<file path="config.mk">
export PLATFORM = sky130hd
export DESIGN_NAME = nco_phase_gen
export DESIGN_NICKNAME = d
export VERILOG_FILES = /design/src/rtl/nco_phase_gen.sv
export SDC_FILE = /design/constraint.sdc
export NUM_CORES = 1
export LEC_CHECK = 0
export ABC_AREA = 1
export CAP_MARGIN = 0
export CELL_PAD_IN_SITES_DETAIL_PLACEMENT = 1
export CELL_PAD_IN_SITES_GLOBAL_PLACEMENT = 1
export CORE_UTILIZATION = 44
export CTS_CLUSTER_SIZE = 40
export DETAILED_ROUTE_END_ITERATION = 16
export GPL_TIMING_DRIVEN = 0
export PLACE_DENSITY_LB_ADDON = 0.1
export SETUP_SLACK_MARGIN = 0.4
export SYNTH_ARGS = -nofsm -noshare
export SYNTH_HDL_FRONTEND = slang
export SYNTH_SLANG_ARGS = --single-unit
</file>
<file path="constraint.sdc">
create_clock -name i_clk -period 3.6 [get_ports i_clk]
set_clock_uncertainty 0.05 [all_clocks]
set_input_delay 0.9 -clock i_clk [delete_from_list [all_inputs] [get_ports i_clk]]
set_output_delay 0.9 -clock i_clk [all_outputs]
set_load 0.02 [all_outputs]
</file>
<file path="src/rtl/nco_phase_gen.sv">
// Phase accumulator NCO feeding a CORDIC: shadow/active config, coherent sync, wrap pulse.
// Optional phase dither with a 16-bit LFSR is enabled by defining NCO_PHASE_DITHER_EN.
module nco_phase_gen #(
   parameter int PW = 19,
   parameter int AW = 32,
   parameter int IW = 12
) (
   input  logic          i_clk,
   input  logic          i_reset,
   input  logic          i_ce,
   input  logic          i_cfg_wr,
   input  logic [AW-1:0] i_fcw,
   input  logic [PW-1:0] i_poff,
   input  logic [IW-1:0] i_ampl,
   input  logic          i_sync,
   output logic [PW-1:0] o_phase,
   output logic [IW-1:0] o_xval,
   output logic [IW-1:0] o_yval,
   output logic          o_aux,
   output logic          o_wrap
);

   localparam int FW = AW - PW;

   logic [AW-1:0] fcw_s, fcw_a;
   logic [PW-1:0] poff_s, poff_a;
   logic [IW-1:0] ampl_s, ampl_a;
   logic [AW-1:0] acc_r;
   logic          pend_r;
   logic [AW:0]   sum_s;
   logic [PW-1:0] trunc_s;

   assign o_yval = '0;

   // Accumulator add with carry-out kept as the wrap indication
   always_comb begin
      sum_s = {1'b0, acc_r} + {1'b0, fcw_a};
   end

`ifdef NCO_PHASE_DITHER_EN
   logic [15:0] lfsr_r;
   logic [FW:0] dsum_s;

   function automatic logic [15:0] lfsr_next(input logic [15:0] cur);
      logic [15:0] nxt;
      nxt = {1'b0, cur[15:1]};
      if (cur[0]) begin
         nxt = nxt ^ 16'hB400;
      end else begin
         nxt = nxt;
      end
      return nxt;
   endfunction

   // Dither only perturbs the truncation; its carry lands in the phase, not in acc
   always_comb begin
      dsum_s  = {1'b0, acc_r[FW-1:0]} + {1'b0, lfsr_r[FW-1:0]};
      trunc_s = acc_r[AW-1:FW] + {{(PW-1){1'b0}}, dsum_s[FW]};
   end

   // LFSR advances once per sample strobe
   always_ff @(posedge i_clk) begin
      if (i_reset) begin
         lfsr_r <= 16'hACE1;
      end else if (i_ce) begin
         lfsr_r <= lfsr_next(lfsr_r);
      end
   end
`else
   // Plain truncation of the accumulator to the output phase width
   always_comb begin
      trunc_s = acc_r[AW-1:FW];
   end
`endif

   // Config shadows, commit on a later strobe, accumulator and registered outputs
   always_ff @(posedge i_clk) begin
      if (i_reset) begin
         fcw_s   <= '0;
         poff_s  <= '0;
         ampl_s  <= '0;
         fcw_a   <= '0;
         poff_a  <= '0;
         ampl_a  <= '0;
         acc_r   <= '0;
         pend_r  <= 1'b0;
         o_phase <= '0;
         o_xval  <= '0;
         o_aux   <= 1'b0;
         o_wrap  <= 1'b0;
      end else begin
         if (i_cfg_wr) begin
            fcw_s  <= i_fcw;
            poff_s <= i_poff;
            ampl_s <= i_ampl;
         end
         // A write in a strobe cycle stays pending until the next strobe
         pend_r <= i_cfg_wr | (pend_r & ~i_ce);
         o_aux  <= i_ce;
         if (i_ce) begin
            if (pend_r) begin
               fcw_a  <= fcw_s;
               poff_a <= poff_s;
               ampl_a <= ampl_s;
            end
            o_xval <= ampl_a;
            if (i_sync) begin
               o_phase <= poff_a;
               acc_r   <= fcw_a;
               o_wrap  <= 1'b0;
            end else begin
               o_phase <= trunc_s + poff_a;
               acc_r   <= sum_s[AW-1:0];
               o_wrap  <= sum_s[AW];
            end
         end else begin
            o_wrap <= 1'b0;
         end
      end
   end

endmodule

</file>
# Yosys cells after proc, flatten, opt, wreduce, memory -nomap -nowiden
# Index checks and enable logic that the tools add are counted.
[classes]
muxes = 2
add_sub_neg = 2
bitwise_logic = 3
reduce_logical = 2
[ops]
columns = ["operator", "n"]
rows = [
  ["$add 32x32->33", 1],
  ["$mux 32", 1],
  ["$add 19x19->19", 1],
  ["$mux 19", 1],
  ["$reduce_or 3->1", 1],
  ["$reduce_and 2->1", 1],
  ["$and 1x1->1", 1],
  ["$not 1->1", 1],
  ["$or 1x1->1", 1],
]
[totals]
in_bits = 68
out_inout_bits = 45
regBits = 192
wordCells = 21

# Longest topological paths before layout
# Gate-level depths: netlist (run 1).
[depth]
depth_word = 3
ltp_mapped = 14
depth_no_buf = 14

# Least setup slack after synthesis (run 1)
# OpenSTA, ideal clock, no wires.
[synth_timing]
path_kind = "input-to-reg"
start = "in i_sync"
end = "reg o_phase[7]"
setup_time_ps = 132
required_time_ps = 3418
path_slack_ps = 1693
cell_stages = 5
arrival_time_ps = 1725
n_path_buf = 2
path_cell_list = "clkbuf_1 > clkinv_1 > clkbuf_1 > o211ai_1 > a21oi_1"
[synth_between]
elab_chain_cells = 1
[synth_rtl]
columns = ["element", "line", "rtl"]
rows = [
  ["from (decl)", "15", "input logic i_sync,"],
  ["$mux 19", "107", "if (i_sync) begin"],
  ["to (signal assigned)", "108", "o_phase <= poff_a;"],
  ["to (signal assigned)", "112", "o_phase <= trunc_s + poff_a;"],
  ["to (decl)", "16", "output logic [PW-1:0] o_phase,"],
]
# Every way passes these cells.
# A chain may end at the register's enable or synchronous reset.

# Worst setup path after layout (run 1)
[layout_timing]
start = "in i_ce"
end = "reg poff_a[13]"
[layout_between]
elab_chain_cells = 1
[layout_rtl]
columns = ["element", "line", "rtl"]
rows = [
  ["from (decl)", "10", "input logic i_ce,"],
  ["$reduce_and 2->1 (no source line)", "--", ""],
  ["to (signal assigned)", "103", "poff_a <= poff_s;"],
  ["to (decl)", "26", "logic [PW-1:0] poff_s, poff_a;"],
]
# Every way passes these cells.

==> results.env, run 1 <==
WORST_SETUP_PATH_START_KIND='input pin'
LAYOUT_WORST_PATH_CYCLE_SHARE=0.819
ANT_NETS=0
TRITONCTS='built'
CTSHOLDBUFFERS=0
MAXUSEDROUTINGLAYER='met4'
SHARE_SEQ_OF_TOTAL_POWER=0.461
NUMCTSBUFFERS=17
GR-TOTAL-OVERFLOW=0
PLACE.GP.CONGESTION=0.973
DRT-PASS1-ITER-COUNT=7
DRIVE_ABOVE_1_SHARE=0.0402
HTREEDEPTH=4
DETAILROUTE.WIRELENGTH.MET2_UM=17000
MIN-DELAY-START='pend_r$_SDFF_PP0_'
DRT_FIRST_ITER_VIOLATIONS=645
WL_MET3_UM=1400
GRT_SETUP_UNREPAIRED='false'
MAXSLEWHEADROOM=0.459
FP-ROW-COUNT=56
SYNTH_LARGEST_AREA_CELL='sky130_fd_sc_hd__dfxtp_1'
DIE_HEIGHT_UM=156
TIGHTEST_SLEW_NS=0.811
VIAS_PER_STD_CELL=5.24
HPWLAFTERDP_UM=28300
FINAL_UTIL=0.532
SYNTH_SEQ_AREA_SHARE=0.368
WORSTREGTOREGCELLS=12
GRT_PASS1_WL_UM=56900
SWITCHING_SHARE=0.313
POST-CTS-SETUP-BUFFERS=0
HOLDPATHEND='pend_r$_SDFF_PP0_'
TOTAL_SWITCHING_POWER_mW=1.60
SYNTH_AREA_SQ_UM=10400
MIN_DELAY_PATH_DEPTH=2
FLOORPLAN.INITIALDENSITY=0.446
R2R-START='fcw_a[0]$_SDFFE_PP0P_'
YOSYS_WARNINGS=0
FLOW.AREA_GROWTH_FROM_SYNTHESIS_PCT=19.2
POSTSYNTHAREAPERCELL_SQ_UM=6.52
SYNTH.LIB_CELLS_USED.DISTINCT=37
DIE_AREA_SQ_UM=24400
R2R_SLACK_NS=1.10
SYNTH.TOP_CELLS.BY_AREA='sky130_fd_sc_hd__dfxtp_1 37%, sky130_fd_sc_hd__nand2_1 13%, sky130_fd_sc_hd__nor2_1 9.5%'
CLK_PIN_SLEW_NS=0.08
SYNTH.FF_LATCH_COUNT=192
CP_DATA_REQUIRED_TIME_NS=3.85
LAYOUT_COMMONEST_CELL='sky130_fd_sc_hd__nand2_1'
TIMING.RR.END='acc_r[28]$_SDFFE_PP0P_'
ARRIVAL_NS=3.20
STATUS='finished, final reports clean'
POWER.IR.VDD_WORST_mV=0.208
TIMING.SETUP.TNS_NS=0
FINAL-HOLD-VIOLATION-COUNT=0
FINAL_NET_COUNT=1848
SETUP_VIOL_COUNT_FINAL=0
CORE_REGION_AREA_SQ_UM=23400
SYNTH_TOP_CELL_AREA_SHARE=0.368
WORST_SETUP_PATH_END_KIND='flop'
IO_PINS=113
POST_CTS_RESIZE_COUNT=0
PORTBUFFERS=97
FMAX_MHz=339
CTS_NUM_SINKS=192
GRT_PASS1_VIAS=10900
CLKLATENCYLATEPIN_NS=0.46
COMB_POWER_SHARE=0.164
CRITICAL_PATH.MAX_FANOUT=10
MOST-COMMON-LAYOUT-CELLS='355 x sky130_fd_sc_hd__nand2_1, 264 x sky130_fd_sc_hd__nor2_1, 192 x sky130_fd_sc_hd__dfxtp_1, 183 x sky130_fd_sc_hd__inv_1, 173 x sky130_fd_sc_hd__a21oi_1'
PIN_COUNT_OF_THE_BIGGEST_NET_ENTERING_GLOBAL_ROUTING=21
PWR-SHARE-CLK=0.375
MAXCAPVIOLATIONS=0
SLEW_VIOL_FINAL=0
POWER.DENSITY_CELL_AREA_nW_PER_UM2=411
FINALWORSTPATHREQUIREDPERIOD_NS=2.95
GLOBAL_ROUTE.USAGE.TOTAL=0.304
FINALWIRELENGTH_UM=36100
WIRE_PER_INST_UM=17.5
MIN_PATH_TYPE='flop to flop'
INTERNAL-POWER_mW=3.51
TIMING.SETUP.CRITICAL_PATH_CLASS='input pin to flop'
FINALPOWER_mW=5.11
DETAILROUTE.VIA_COUNT=10800
DRC_ERRORS=0
P_LEAK_nW=5.74
ANTENNA_FOUND_INITIAL=0
WL_MET1_UM=16700
CTS_ROOT_BUFFER='sky130_fd_sc_hd__clkbuf_16'
MAX-CLOCK-PATH-BUFFERS=2
INSERTEDDIODECOUNT=0
DIE-WIDTH_UM=156
SYNTHESIS.INSTANCES=1601
## power by group through the flow
stage	Combinational (mW)	Sequential, mW	Clock (mW)
2_1_floorplan	0.496	2.39	0
3_3_place_gp	0.793	2.40	0
3_5_place_dp	0.821	2.40	0
4_1_cts	0.833	2.35	1.94
5_1_grt	0.932	2.37	2.03
6_report	0.837	2.36	1.92
## kinds of logic after synthesis
| group | share of synthesized area |
|---|---|
| AO/OA/AOI/OAI | 0.175 |
| XOR/XNOR | 0.0176 |
| adder cells (fa/ha/maj) | 0.0637 |
| buffers and inverters | 0.106 |
| flip-flops | 0.368 |
| other | 0.000359 |
| AND/OR/NAND/NOR | 0.270 |
## flip-flops by register name, indices dropped and copies added (netlist names)
register and flops:
acc_r 32, fcw_a 32, fcw_s 32, o_phase 19, poff_a 19, poff_s 19, ampl_a 12, ampl_s 12
o_xval 12, o_aux 1, o_wrap 1, pend_r 1
## worst max-delay path, cell delays in order
cell	delay (ns)
sky130_fd_sc_hd__clkdlybuf4s50_1	0.73
sky130_fd_sc_hd__nand2_1	0.40
sky130_fd_sc_hd__buf_2	0.37
sky130_fd_sc_hd__clkbuf_1	0.62
sky130_fd_sc_hd__a21oi_1	0.17
## metrics by stage
step | worst slack, ns | instance area (sq um) | hold slack (ns) | cells
after floorplan | 1.69 | 10500 | 0.388 | 1612
after global placement | 0.306 | 11900 | 0.401 | 2028
after detailed placement | 0.245 | 11900 | 0.406 | 2028
after CTS | 0.698 | 12400 | 0.418 | 2060
after global routing | 0.660 | 12400 | 0.448 | 2060
final | 0.652 | 12400 | 0.419 | 2060
## metal layers
| layer | global-route usage | up-vias |
|---|---|---|
| li1 | - | 5339 |
| met1 | 0.396 | 5139 |
| met2 | 0.521 | 255 |
| met3 | 0.0331 | 59 |
| met4 | 0.104 | 0 |
| met5 | 0 | - |
## area by class of cell
type | instances | area, sq um
tap | 319 | 399
clock buffer | 18 | 429
multi-input combinational | 1151 | 5540
sequential | 192 | 3840
timing repair buffer | 97 | 971
inverter | 186 | 698
buffer | 83 | 405
fill | 3190 | 11000
clock inverter | 14 | 161
## synthesized netlist by cell type
master and instances:
sky130_fd_sc_hd__buf_6 1, sky130_fd_sc_hd__nor4_1 1, sky130_fd_sc_hd__nand3_2 2, sky130_fd_sc_hd__nor2_2 5
sky130_fd_sc_hd__o21bai_2 1, sky130_fd_sc_hd__nand3b_1 3, sky130_fd_sc_hd__o221a_2 1, sky130_fd_sc_hd__clkbuf_8 2
sky130_fd_sc_hd__ha_1 50, sky130_fd_sc_hd__inv_2 2, sky130_fd_sc_hd__buf_2 6, sky130_fd_sc_hd__a21oi_1 173
sky130_fd_sc_hd__nor2_1 264, sky130_fd_sc_hd__buf_1 5, sky130_fd_sc_hd__fa_1 2, sky130_fd_sc_hd__nand2_1 355
sky130_fd_sc_hd__and2_1 3, sky130_fd_sc_hd__nand2_2 4, sky130_fd_sc_hd__nor3_1 3, sky130_fd_sc_hd__dfxtp_1 192
sky130_fd_sc_hd__nand4_1 3, sky130_fd_sc_hd__dlygate4sd1_1 2, sky130_fd_sc_hd__nand3_1 66, sky130_fd_sc_hd__a21oi_2 1
sky130_fd_sc_hd__nor3_2 1, sky130_fd_sc_hd__o21bai_1 4, sky130_fd_sc_hd__o21ai_0 168, sky130_fd_sc_hd__xor2_1 18
sky130_fd_sc_hd__inv_1 183, sky130_fd_sc_hd__xnor2_1 3, sky130_fd_sc_hd__clkbuf_1 54, sky130_fd_sc_hd__o211ai_1 1
sky130_fd_sc_hd__clkinv_1 1, sky130_fd_sc_hd__buf_4 13, sky130_fd_sc_hd__a21o_1 5, sky130_fd_sc_hd__o21ai_1 2
sky130_fd_sc_hd__conb_1 1
## how the worst max path moves through the flow
stage / start / endpoint / cells after the start
global placement: i_ce / poff_a[17]$_SDFFE_PP0P_ / 6
detailed placement: i_ce / fcw_a[10]$_SDFFE_PP0P_ / 5
floorplan: i_sync / o_phase[7]$_SDFFE_PP0P_ / 5
global route: i_ce / fcw_a[9]$_SDFFE_PP0P_ / 5
finish: i_ce / poff_a[13]$_SDFFE_PP0P_ / 5
CTS: i_ce / poff_a[13]$_SDFFE_PP0P_ / 5
(Power assumes the default switching activity.)
==> inputs of run 2 (changes only) <==
CORE_UTILIZATION = 37   (was 44)
clock period = 2.6 ns   (was 3.6 ns; I/O delays follow)
==> run 2 against run 1 <==
Effect of this change: wire length increased by 1.1%; utilization decreased by 7.3 points; sequential share of layout area decreased by 0.59 points; clock-buffer cell count increased by 3; sequential power increased by 38%; worst hold slack got worse by 0.043 ns; critical path depth increased by 1; die area increased by 19%; global-route usage decreased by 4.5 points; power increased by 37%; combinational power increased by 41%; critical endpoint is now poff_a[17]$_SDFFE_PP0P_.
==> results.env, run 2 (synthesis results as in run 1) <==
STATUS='finished, final reports clean'
VIAS_PER_STD_CELL=4.97  # -5.2%
COMB_POWER_SHARE=0.168  # +0.004
DRT_FIRST_ITER_VIOLATIONS=482  # -25%
ARRIVAL_NS=2.45  # -0.75 ns
POST_LAYOUT_NONFILLER_INSTANCES=2126  # +3.2%
SWITCHING_SHARE=0.296  # -0.0169
TOTAL_SWITCHING_POWER_mW=2.08  # +30%
DETAILROUTE.VIA_COUNT=10600  # -2.1%
WORST_SETUP_PATH_START_KIND='input pin'
FINALPOWER_mW=7.02  # +37%
GRT_PASS1_WL_UM=56900  # about the same
MOST-COMMON-LAYOUT-CELLS='345 x sky130_fd_sc_hd__nand2_1, 261 x sky130_fd_sc_hd__nor2_1, 182 x sky130_fd_sc_hd__inv_1, 182 x sky130_fd_sc_hd__dfxtp_1, 166 x sky130_fd_sc_hd__o21ai_0'
WORST_SETUP_PATH_END_KIND='flop'
PLACE_INST=2087  # +2.9%
CTS_ROOT_BUFFER='sky130_fd_sc_hd__clkbuf_16'
PWR-SHARE-CLK=0.367  # -0.008
DIE_HEIGHT_UM=170  # +8.9%
CRITPATHMAXSTAGEDELAY_NS=0.51  # -0.22 ns
CRITICAL_PATH.CELL_CHAIN='clkdlybuf4s15_1 > nand2_2 > buf_2 > clkbuf_2 > o21ai_0 > nor2_1'
PORTBUFFERS=97  # unchanged
PIN_COUNT_OF_THE_BIGGEST_NET_ENTERING_GLOBAL_ROUTING=17  # -19%
CTSHOLDBUFFERS=0  # unchanged
HPWLAFTERDP_UM=28700  # +1.5%
FINAL-HOLD-VIOLATION-COUNT=0  # unchanged
INTERNAL-POWER_mW=4.94  # +41%
FINAL_UTIL=0.459  # -0.0731
TIGHTEST_SLEW_NS=0.823  # +0.0116 ns
CLKLATENCYLATEPIN_NS=0.45  # about the same
DIE-WIDTH_UM=170  # +8.9%
PLACE.GP.CONGESTION=0.877  # -9.9%
FP-ROW-COUNT=61  # +8.9%
FLOW.AREA_GROWTH_FROM_SYNTHESIS_PCT=22.0
HTREEDEPTH=4  # unchanged
LARGESTREGISTERS='acc_r (32), fcw_a (32), fcw_s (32)'
P_LEAK_nW=5.79  # +0.79%
FINAL.HOLD.WORST_SLACK_NS=0.377  # -0.0428 ns
CRITICAL_PATH.MAX_FANOUT=10  # unchanged
CP_DATA_REQUIRED_TIME_NS=2.87  # -0.98 ns
GR-TOTAL-OVERFLOW=0  # unchanged
FLOORPLAN.INITIALDENSITY=0.376  # -0.0704
WIRE_PER_INST_UM=17.2  # -2.1%
MAX-CLOCK-PATH-BUFFERS=2  # unchanged
IO_PINS=113  # unchanged
TIMING.SETUP.CRITICAL_PATH_CLASS='input pin to flop'
GLOBAL_ROUTE.USAGE.TOTAL=0.259  # -0.0453
CTS_NUM_SINKS=192  # unchanged
LAYOUT_COMMONEST_CELL='sky130_fd_sc_hd__nand2_1'
POWER.DENSITY_CELL_AREA_nW_PER_UM2=551  # +34%
ANT_NETS=0  # unchanged
DRT-PASS1-ITER-COUNT=5  # -2
SLEW_VIOL_FINAL=0  # unchanged
FINALWORSTPATHREQUIREDPERIOD_NS=2.18
MIN_PATH_TYPE='input pin to flop'
MAXSLEWHEADROOM=0.451  # -0.00771
DRC_ERRORS=0  # unchanged
FINALWIRELENGTH_UM=36500  # +1.1%
CORE_REGION_AREA_SQ_UM=27800  # +19%
NUMCTSBUFFERS=17  # unchanged
SHARE_SEQ_OF_TOTAL_POWER=0.465  # +0.004
FINAL_NET_COUNT=1855  # +0.38%
CLK_PIN_SLEW_NS=0.07  # about the same
GRT_SETUP_UNREPAIRED='true'
TRITONCTS='built'
DRIVE_ABOVE_1_SHARE=0.0721  # +0.0319
CRITPATHSLOWESTCELL='sky130_fd_sc_hd__clkdlybuf4s15_1'
MAXCAPVIOLATIONS=0  # unchanged
ANTENNA_FOUND_INITIAL=0  # unchanged
INSERTEDDIODECOUNT=0  # unchanged
DIE_AREA_SQ_UM=28900  # +19%
FMAX_MHz=459
POWER.IR.VDD_WORST_mV=0.361  # +74%
NFILLCELLS=3679  # +15%
SETUP_VIOL_COUNT_FINAL=0  # unchanged
LAYOUT_WORST_PATH_CYCLE_SHARE=0.838
GRT_PASS1_VIAS=10600  # -2.8%
-- run 2: final timing paths --
path / from / end / slack (ns) / depth (start not counted)
min: i_reset / acc_r[31]$_SDFFE_PP0P_ / 0.38 / 2
min reg2reg: acc_r[11]$_SDFFE_PP0P_ / acc_r[11]$_SDFFE_PP0P_ / 0.42 / 2
max: i_ce / poff_a[17]$_SDFFE_PP0P_ / 0.42 / 6
max reg2reg: fcw_a[0]$_SDFFE_PP0P_ / acc_r[28]$_SDFFE_PP0P_ / 0.49 / 12
-- run 2: final cells by class --
class,instances,area [sq um],area share
tap,378,473,0.0371
sequential,192,3860,0.303
inverter,186,698,0.0548
multi-input combinational,1151,5720,0.449
clock inverter,11,108,0.00844
clock buffer,21,450,0.0353
timing repair buffer,104,1020,0.0803
buffer,83,410,0.0322
-- run 2: critical path: cells and delay by family --
kind            cells  cell delay [ns]
compound gates      1             0.46
buf+inv             3             1.02
simple gates        2             0.30
-- run 2: power groups by stage --
stage	Clock, mW	Sequential (mW)	Combinational, mW
detailed placement	0	3.32	1.14
finish	2.58	3.26	1.18
CTS	2.61	3.26	1.16
global route	2.73	3.28	1.32
floorplan	0	3.31	0.687
global placement	0	3.32	1.12
-- run 2: metrics by stage --
step / worst slack (ns) / TNS (ns) / instance area [sq um]
global route: 0.357 / 0 / 12700
global placement: -0.526 / -26.85 / 11900
floorplan: 0.733 / 0 / 10500
finish: 0.421 / 0 / 12700
detailed placement: -0.490 / -27.54 / 11900
CTS: 0.317 / 0 / 12500
-- run 2: timing repair --
item | in CTS | in global routing
endpoints found under the setup margin | 107 | 51
buffers inserted | 0 | 7
pin swaps | 0 | 7
gates resized for setup | 19 | 46
-- run 2: per-layer routing --
| metal | vias to the layer above | routed length (um) | global-route usage |
|---|---|---|---|
| met2 | 153 | 17200 | 0.439 |
| met4 | 0 | 491 | 0.0678 |
| met1 | 5047 | 17700 | 0.346 |
| li1 | 5335 | - | - |
| met5 | - | 0 | 0 |
| met3 | 29 | 1050 | 0.0319 |
==> inputs of run 3 (changes only) <==
clock period = 2 ns   (was 2.6 ns; I/O delays follow)
==> run 3 against run 2 <==
Effect of this change: the flow now finishes with violations (setup timing); final area is 14% higher; worst hold slack got worse by 0.16 ns; sequential share of layout area decreased by 3.1 points; register-to-register slack got worse by 0.58 ns; clock-buffer cell count decreased by 3; via count is 4.3% higher; critical endpoint is now o_phase[12]$_SDFFE_PP0P_; final cell count increased by 1.8%; critical path type is now flop to flop; global-route usage grew 1.1 points; utilization grew 6.3 points; setup slack worse by 0.51 ns; sequential cell count did not move; clock power increased by 39%; largest cell class unchanged.
==> results.env, run 3 (synthesis results as in run 1) <==
SETUP_VIOL_COUNT_FINAL=12  # +12
WIRE_PER_INST_UM=18.3  # +6.8%
FINALINSTANCEAREA_SQ_UM=14500  # +14%
DRT_FIRST_ITER_VIOLATIONS=433  # -10%
GRT_SETUP_UNREPAIRED='true'
ANTENNA_FOUND_INITIAL=0  # unchanged
FLOORPLAN.INITIALDENSITY=0.376  # unchanged
LAYOUT_WORST_PATH_CYCLE_SHARE=1.05
CRITICAL_PATH.MAX_FANOUT=3  # -7
CORE_REGION_AREA_SQ_UM=27800  # unchanged
INSERTEDDIODECOUNT=0  # unchanged
DIE_AREA_SQ_UM=28900  # unchanged
WORST_SLACK_NS=-0.0943  # -0.515 ns
FINALWIRELENGTH_UM=39700  # +8.7%
PLACE.GP.CONGESTION=0.897  # +2.3%
LAYOUT_COMMONEST_CELL='sky130_fd_sc_hd__nand2_1'
ANT_NETS=0  # unchanged
FINAL-HOLD-VIOLATION-COUNT=0  # unchanged
MAXSLEWHEADROOM=0.502  # +0.0505
PIN_COUNT_OF_THE_BIGGEST_NET_ENTERING_GLOBAL_ROUTING=20  # +3
DRC_ERRORS=0  # unchanged
MOST-COMMON-LAYOUT-CELLS='254 x sky130_fd_sc_hd__nand2_1, 235 x sky130_fd_sc_hd__nor2_1, 177 x sky130_fd_sc_hd__inv_1, 145 x sky130_fd_sc_hd__o21ai_0, 144 x sky130_fd_sc_hd__dfxtp_1'
DIE_HEIGHT_UM=170  # unchanged
NUMCTSBUFFERS=17  # unchanged
DRIVE_ABOVE_1_SHARE=0.269  # +0.197
HTREEDEPTH=4  # unchanged
FAILED_CHECKS='setup timing'
MAXCAPVIOLATIONS=0  # unchanged
CLK_PIN_SLEW_NS=0.09  # +0.02 ns
FLOW.AREA_GROWTH_FROM_SYNTHESIS_PCT=38.9
PORTBUFFERS=97  # unchanged
STATUS='finished with violations'
P_LEAK_nW=6.50  # +12%
TIMING.SETUP.TNS_NS=-0.499  # -0.499 ns
FINAL_NET_COUNT=1893  # +2.0%
CLKLATENCYLATEPIN_NS=0.46  # about the same
MAX-CLOCK-PATH-BUFFERS=2  # unchanged
GLOBAL_ROUTE.USAGE.TOTAL=0.270  # +0.0112
ARRIVAL_NS=2.42  # -0.03 ns
GRT_PASS1_VIAS=11000  # +4.1%
LARGESTREGISTERS='acc_r (32), fcw_a (32), fcw_s (32)'
TRITONCTS='built'
VIAS_PER_STD_CELL=5.09  # +2.4%
TIMING.SETUP.CRITICAL_PATH_CLASS='flop to flop'
MIN_PATH_TYPE='input pin to flop'
DIE-WIDTH_UM=170  # unchanged
NFILLCELLS=3591  # -2.4%
CTSHOLDBUFFERS=0  # unchanged
SLEW_VIOL_FINAL=0  # unchanged
FINAL_UTIL=0.522  # +0.0634
CTS_NUM_SINKS=192  # unchanged
HPWLAFTERDP_UM=28600  # -0.28%
TIGHTEST_SLEW_NS=0.747  # -0.0758 ns
DETAILROUTE.VIA_COUNT=11000  # +4.3%
CP_DATA_REQUIRED_TIME_NS=2.32  # -0.55 ns
FINALPOWER_mW=9.72  # +39%
GR-TOTAL-OVERFLOW=0  # unchanged
IO_PINS=113  # unchanged
GRT_PASS1_WL_UM=59700  # +5.0%
POWER.IR.VDD_WORST_mV=0.523  # +45%
DPL_CELL_AREA_SQ_UM=12100  # +1.8%
R2R_SLACK_NS=-0.09  # -0.58 ns
POWER.DENSITY_CELL_AREA_nW_PER_UM2=670  # +22%
FINALWORSTPATHREQUIREDPERIOD_NS=2.09
WORST_SETUP_PATH_END_KIND='flop'
FMAX_MHz=477
FP-ROW-COUNT=61  # unchanged
CTS_ROOT_BUFFER='sky130_fd_sc_hd__clkbuf_16'
FINAL.HOLD.WORST_SLACK_NS=0.219  # -0.157 ns
WORST_SETUP_PATH_START_KIND='flop'
DRT-PASS1-ITER-COUNT=5  # unchanged
-- run 3: what timing repair did --
action / in CTS / in global routing
setup endpoints to repair: 221 / 79
buffers inserted: 25 / 20
resized for setup: 363 / 196
pin swaps: 54 / 92
-- run 3: layout make-up --
class,count,area [sq um],area share
multi-input combinational,1151,7130,0.491
sequential,192,3950,0.272
timing repair buffer,142,1200,0.0830
inverter,186,703,0.0485
tap,378,473,0.0326
clock buffer,18,439,0.0303
buffer,83,438,0.0302
clock inverter,14,170,0.0117
-- run 3: path summary, 6_finish.rpt --
check                           startpoint                  endpoint  cells after the start
hold / removal                     i_reset    acc_r[31]$_SDFFE_PP0P_                      2
hold reg to reg   o_phase[18]$_SDFFE_PP0P_  o_phase[18]$_SDFFE_PP0P_                      2
setup reg to reg    acc_r[13]$_SDFFE_PP0P_  o_phase[12]$_SDFFE_PP0P_                     14
setup / recovery    acc_r[13]$_SDFFE_PP0P_  o_phase[12]$_SDFFE_PP0P_                     14
-- run 3: stage by stage --
step / instances / setup slack, ns
floorplan: 1612 / 0.246
global placement: 2087 / -1.03
detailed placement: 2087 / -1.02
CTS: 2144 / 0.00576
global route: 2164 / -0.176
finish: 2164 / -0.0943
-- run 3: where the power goes --
group	leakage (nW)	internal, mW	switching, mW
combinational	4.59	0.767	1.08
clock	0.300	1.83	1.76
sequential	1.61	4.06	0.222
-- run 3: layer usage --
| metal | global-route usage | up-vias | routed length [um] |
|---|---|---|---|
| met5 | 0 | - | 0 |
| met4 | 0.0736 | 0 | 915 |
| met3 | 0.0258 | 56 | 1240 |
| met2 | 0.462 | 201 | 19100 |
| met1 | 0.362 | 5334 | 18400 |
| li1 | - | 5422 | - |
-- run 3: worst max-delay path, cell delays in order, from the launching register on --
cell,delay (ns)
sky130_fd_sc_hd__dfxtp_4,0.40
sky130_fd_sc_hd__ha_4,0.16
sky130_fd_sc_hd__inv_4,0.04
sky130_fd_sc_hd__fa_2,0.35
sky130_fd_sc_hd__inv_4,0.09
sky130_fd_sc_hd__nand3_2,0.07
sky130_fd_sc_hd__nand3_2,0.08
sky130_fd_sc_hd__nand4_1,0.13
sky130_fd_sc_hd__nand2_2,0.19
sky130_fd_sc_hd__nand2_2,0.08
sky130_fd_sc_hd__nand2_1,0.06
sky130_fd_sc_hd__nand2_1,0.05
sky130_fd_sc_hd__nand3_1,0.08
sky130_fd_sc_hd__nand2_1,0.08
sky130_fd_sc_hd__a21oi_1,0.11
